## src/rtl/rdata_packetizer.sv

```systemverilog
// rtl/rdata_packetizer.sv - groups read beats into C2H packets by length, flush or idle timeout
// Optional idle timeout enabled by defining RDATA_PKT_TIMEOUT_EN.
module rdata_packetizer #(
    parameter int DATA_WIDTH    = 512,
    parameter int MAX_PKT_BEATS = 64,
    parameter int TIMEOUT_WIDTH = 16
) (
    input  logic                     axi_aclk,
    input  logic                     axi_aresetn,
    input  logic [DATA_WIDTH-1:0]    S_AXIS_RDATA_tdata,
    input  logic                     S_AXIS_RDATA_tvalid,
    output logic                     S_AXIS_RDATA_tready,
    output logic [DATA_WIDTH-1:0]    M_AXIS_C2H_tdata,
    output logic [DATA_WIDTH/8-1:0]  M_AXIS_C2H_tkeep,
    output logic                     M_AXIS_C2H_tlast,
    output logic                     M_AXIS_C2H_tvalid,
    input  logic                     M_AXIS_C2H_tready,
    input  logic [15:0]              pkt_len,
    input  logic [TIMEOUT_WIDTH-1:0] timeout_cycles,
    input  logic                     flush,
    output logic [31:0]              pkt_count
);
    localparam int CW = $clog2(MAX_PKT_BEATS + 1);
    localparam logic [CW-1:0] MAX_LEN = CW'(MAX_PKT_BEATS);

    logic                  hold_valid;
    logic                  hold_last;
    logic [DATA_WIDTH-1:0] hold_data;
    logic [CW-1:0]         beat_cnt;
    logic [CW-1:0]         len_q;
    logic                  flush_pending;

    logic                  out_free;
    logic                  accept;
    logic                  timeout_hit;
    logic                  release_en;
    logic                  release_last;
    logic [CW-1:0]         len_eff;
    logic [CW-1:0]         cnt_base;
    logic [CW-1:0]         cur_len;
    logic [CW-1:0]         cnt_inc;
    logic                  in_last;

    always_comb begin
        out_free            = !M_AXIS_C2H_tvalid || M_AXIS_C2H_tready;
        S_AXIS_RDATA_tready = !hold_valid || out_free;
        accept              = S_AXIS_RDATA_tvalid && S_AXIS_RDATA_tready;
        release_last        = hold_last || flush_pending || timeout_hit;
        release_en          = hold_valid && out_free && (release_last || accept);
        if (pkt_len == 16'd0 || 32'(pkt_len) > MAX_PKT_BEATS)
            len_eff = MAX_LEN;
        else
            len_eff = pkt_len[CW-1:0];
        // A beat accepted alongside a closing release starts a fresh packet.
        cnt_base = (release_en && release_last) ? '0 : beat_cnt;
        cur_len  = (cnt_base == '0) ? len_eff : len_q;
        cnt_inc  = cnt_base + 1'b1;
        in_last  = (cnt_inc == cur_len);
    end

`ifdef RDATA_PKT_TIMEOUT_EN
    logic [TIMEOUT_WIDTH-1:0] idle_cnt;

    assign timeout_hit = hold_valid && (timeout_cycles != '0) && (idle_cnt >= timeout_cycles);

    always_ff @(posedge axi_aclk) begin
        if (!axi_aresetn)
            idle_cnt <= '0;
        else if (accept || release_en)
            idle_cnt <= '0;
        else if (hold_valid && !S_AXIS_RDATA_tvalid && idle_cnt != '1)
            idle_cnt <= idle_cnt + 1'b1;
    end
`else
    logic unused_timeout;

    assign unused_timeout = ^timeout_cycles;
    assign timeout_hit    = 1'b0;
`endif

    always_ff @(posedge axi_aclk) begin
        if (!axi_aresetn) begin
            hold_valid        <= 1'b0;
            hold_last         <= 1'b0;
            hold_data         <= '0;
            beat_cnt          <= '0;
            len_q             <= '0;
            flush_pending     <= 1'b0;
            M_AXIS_C2H_tvalid <= 1'b0;
            M_AXIS_C2H_tlast  <= 1'b0;
            M_AXIS_C2H_tdata  <= '0;
            M_AXIS_C2H_tkeep  <= '0;
            pkt_count         <= '0;
        end else begin
            if (accept) begin
                hold_valid <= 1'b1;
                hold_data  <= S_AXIS_RDATA_tdata;
                hold_last  <= in_last;
                beat_cnt   <= in_last ? '0 : cnt_inc;
                if (cnt_base == '0)
                    len_q <= len_eff;
            end else begin
                beat_cnt <= cnt_base;
                if (release_en) begin
                    hold_valid <= 1'b0;
                    hold_last  <= 1'b0;
                end
            end

            // A flush landing with a new beat targets that beat, not the one leaving.
            if (flush && accept)
                flush_pending <= 1'b1;
            else if (release_en && release_last)
                flush_pending <= 1'b0;
            else if (flush)
                flush_pending <= 1'b1;
            else if (!hold_valid)
                flush_pending <= 1'b0;

            if (release_en) begin
                M_AXIS_C2H_tvalid <= 1'b1;
                M_AXIS_C2H_tdata  <= hold_data;
                M_AXIS_C2H_tkeep  <= '1;
                M_AXIS_C2H_tlast  <= release_last;
            end else if (M_AXIS_C2H_tready) begin
                M_AXIS_C2H_tvalid <= 1'b0;
                M_AXIS_C2H_tlast  <= 1'b0;
            end

            if (M_AXIS_C2H_tvalid && M_AXIS_C2H_tready && M_AXIS_C2H_tlast)
                pkt_count <= pkt_count + 1'b1;
        end
    end
endmodule
```

## config.mk

```make
export PLATFORM = sky130hd
export DESIGN_NAME = rdata_packetizer
export DESIGN_NICKNAME = d
export VERILOG_FILES = /design/src/rtl/rdata_packetizer.sv
export SDC_FILE = /design/constraint.sdc
export NUM_CORES = 2
export LEC_CHECK = 0
export BUFFER_PORTS_ARGS = -buffer_cell sky130_fd_sc_hd__buf_2
export CORE_AREA = 2 2 457 459
export DETAILED_ROUTE_END_ITERATION = 10
export DIE_AREA = 0 0 459 461
export MAX_ROUTING_LAYER = met4
export PLACE_DENSITY_LB_ADDON = 0.08
export SLEW_MARGIN = 25
export SYNTH_ARGS = -nofsm -noshare
export SYNTH_HDL_FRONTEND = slang
export SYNTH_SLANG_ARGS = --single-unit
```

## constraint.sdc

```tcl
create_clock -name axi_aclk -period 4.82 [get_ports axi_aclk]
set_input_delay 0.482 -clock axi_aclk [delete_from_list [all_inputs] [get_ports axi_aclk]]
set_output_delay 0.482 -clock axi_aclk [all_outputs]
set_load 0.02 [all_outputs]
```

==> results_dict.tcl <==
set metrics [dict create \
    cp-start-kind "input port" \
    gp_congestion 0.790 \
    r2r_start "M_AXIS_C2H_tvalid" \
    final_hold_viol_count 0 \
    core_area_sq_um 206000 \
    p_leak_nw 23.8 \
    netlist.area_leader.share_pct 53.3 \
    cts_root_buffer "clkbuf_16" \
    p_per_area_nw_per_um2 381 \
    die_y_um 461 \
    initialDrtViolationCount 1425 \
    drv_slew 0 \
    dp_hpwl_um 117000 \
    drive_gt1_share_pct 22.3 \
    fin_skew_ns 0.0299 \
    ys_seq_area_share_pct 53.3 \
    yosysMostFrequentCell "nand2_1" \
    rows 167 \
    grt_pass1_wl_um 248000 \
    wl_per_cell_um 18.9 \
    dieWidth_um 459 \
    crit_fanout 8 \
    max-clock-path-buffers 3 \
    grt_usage_pct 16.1 \
    syn_inst 4829 \
    die-area_sq_um 212000 \
    clock-sinks 1076 \
    cts_tree "yes" \
    crit_buf_inv 2 \
    rsz0062_at_grt "no" \
    cts.clk_slew.worst_paths_ns 0.05 \
    cp-end-kind "register" \
    holdCritStartpoint "S_AXIS_RDATA_tdata[296]" \
    ios 1160 \
    syn_avg_cell_area_sq_um 8.37 \
    async_flop_share_pct 0 \
    numCtsBuffers 141 \
    hold_slack_ns 0.0836 \
    setup_tns_ns 0 \
    start_util_pct 19.6 \
    yosys-top-cells-area "dfxtp_1 (53%), nand2_1 (19%), a21boi_0 (19%)" \
    grt_pass1_vias 36000 \
    dp.cells 8315 \
    peakVddDrop_uv 324 \
    finalSetupViolations 0 \
    critPathSlowestCell "dlygate4sd3_1" \
    whs_path_depth 3 \
    crit_chain "dlygate4sd3_1 > buf_2 > nand2b_1 > nand3_1 > nand2_1 > ha_1 > or4b_1 > or3_4 > nand2_2 > mux2_2 > xor2_1 > nor4b_4 > a211oi_1 > o21a_1" \
    final_core_util_pct 28.3 \
    io_buffers 1143 \
    synth.top_cells.by_count "nand2_1 (2,082), dfxtp_1 (1,076), a21boi_0 (1,032)" \
    via_per_inst 4.01 \
    cp_top_family "simple AND/OR/NAND/NOR gates" \
    synth_edf_count 0 \
    ant_nets 0 \
    routed_wl_um 172000 \
    worst_slew_pin_slew_ns 0.920 \
    crit_path_max_incr_delay_ns 0.58 \
    finalCritPeriodShare_pct 80.0 \
    htreeDepth 4 \
    status "finished clean" \
    fin_crit_ns 3.85 \
    r2r_setup_slack_ns 1.16 \
    syn_nets 5381 \
    grt_max_degree 137 \
    ys_types 59 \
    ctsResizeCount 0 \
    via_count 36700 \
    drc 0 \
    netlist_area_sq_um 40400 \
    dr.pass1.iters 4 \
    relSlewSlack_pct 38.6 \
    grt-ovfl-total 0 \
    ys_ff_latch 1076 \
    hp-class "in2reg" \
    drv_cap 0 \
    reg2regPathDepth 12 \
    finalNetCount 6817 \
    required_ns 5.46 \
    yosysTopAreaCell "dfxtp_1" \
    antenna_found_initial 62 \
    syn2layout_area_growth_pct 44.3 \
    whs_endpoint "hold_data[296]" \
    timing.rr.end "beat_cnt[0]" \
    fmax_mhz 259 \
    synth-main-ff-cell "dfxtp_1" \
    fin_cells 9130 \
    cp.arrival_ns 4.49 \
    clock_latency_ns 0.77 \
    ys.warnings.count 0 \
    setup_ws_ns 0.966 \
    critical_path_class "in2reg" \
    pre_cts_slack_ns 0.819 \
]
-- logic make-up (layout without fill, tap and decap cells) --
kind of cell               count (synthesis)  in the layout  synth area share [%]
AOI/OAI and AO/OA                       1086           1086                  20.1
xor gates and xnor gates                  31             31                 0.671
adders and majority gates                  3              3                0.0928
buffers and inverters                    425           1973                  4.53
DFF                                     1076           1076                  53.3
muxes                                      3              3                0.0773
other                                      0             49                     0
and+or+nand+nor                         2205           2205                  21.2
-- per-stage QoR --
stage               area, sq um  power [mW]
global placement          48500        11.4
CTS                       58200        22.8
floorplan                 40400        10.6
detailed placement        48500        11.5
finish                    58400        22.2
global route              58400        23.3
-- tightest hold or removal path, delay by kind of cell --
kind | cells | cell delay (ns)
compound gates | 1 | 0.09
buf+inv | 1 | 0.10
simple gates | 1 | 0.11
-- cell type report --
class	count	area, sq um
inverters	10	37.5
clock buffers	222	4220
flip-flops and latches	1076	21500
multi-input cells	3328	17100
diodes	49	123
well taps	2704	3380
repair buffers	1708	11500
fillers	22600	148000
clock inverters	33	435
-- state kept, by name, summed over array words and instances, names as in the netlist --
name,flops
len_q,7
hold_valid,1
beat_cnt,7
M_AXIS_C2H_tkeep,1
M_AXIS_C2H_tlast,1
M_AXIS_C2H_tvalid,1
pkt_count,32
hold_last,1
hold_data,512
M_AXIS_C2H_tdata,512
flush_pending,1
-- power breakdown --
part / total [mW] / switching, mW / internal [mW]
clock: 10.7 / 4.30 / 6.36
sequential: 9.41 / 0.168 / 9.24
combinational: 2.15 / 1.26 / 0.887
total: 22.2 / 5.74 / 16.5
-- metal layers --
metal | GRT usage, % | wire length, um | part of all wire, %
met5 | - | 0 | 0
met4 | 4.14 | 4070 | 2.4
met3 | 6.13 | 14900 | 8.6
met2 | 24.8 | 76500 | 44
met1 | 19.6 | 77000 | 45
-- placed cells by master (no fill, tap or decap), types with 3 or more instances in the layout --
cell type	netlist	routed
nand2_1	2082	2081
buf_2	0	1142
dfxtp_1	1076	1076
a21boi_0	1032	1032
dlygate4sd3_1	0	511
clkbuf_16	0	147
diode_2	0	49
clkbuf_1	350	49
buf_4	63	32
clkbuf_8	0	26
xnor2_1	25	25
and2_1	26	25
buf_12	0	22
nand3_1	18	18
clkinv_2	0	15
nor2_1	12	12
o21ai_0	12	12
inv_1	10	10
and3_1	10	10
nor2b_1	9	9
or3_1	10	9
nand4_1	7	7
a22oi_1	7	7
xor2_1	6	6
o21a_1	6	6
bufinv_16	0	6
nor3_1	6	5
a21oi_1	5	5
nand2b_1	4	4
and4_1	4	4
inv_16	0	4
inv_6	0	4
a211oi_1	3	3
ha_1	3	3
-- worst max-delay path by stage --
stage | from | to | cells after the start
after floorplan | M_AXIS_C2H_tready | beat_cnt[2] | 13
after global placement | M_AXIS_C2H_tready | beat_cnt[0] | 13
after detailed placement | M_AXIS_C2H_tready | beat_cnt[0] | 13
after CTS | M_AXIS_C2H_tready | beat_cnt[0] | 14
after global routing | M_AXIS_C2H_tready | beat_cnt[0] | 14
final | M_AXIS_C2H_tready | beat_cnt[0] | 14
-- what timing repair did --
action                    CTS  global route
hold endpoints to repair  511             0
setup buffers               0             0
hold buffers              511             0
Note: power is estimated with default switching activity, not from simulation.
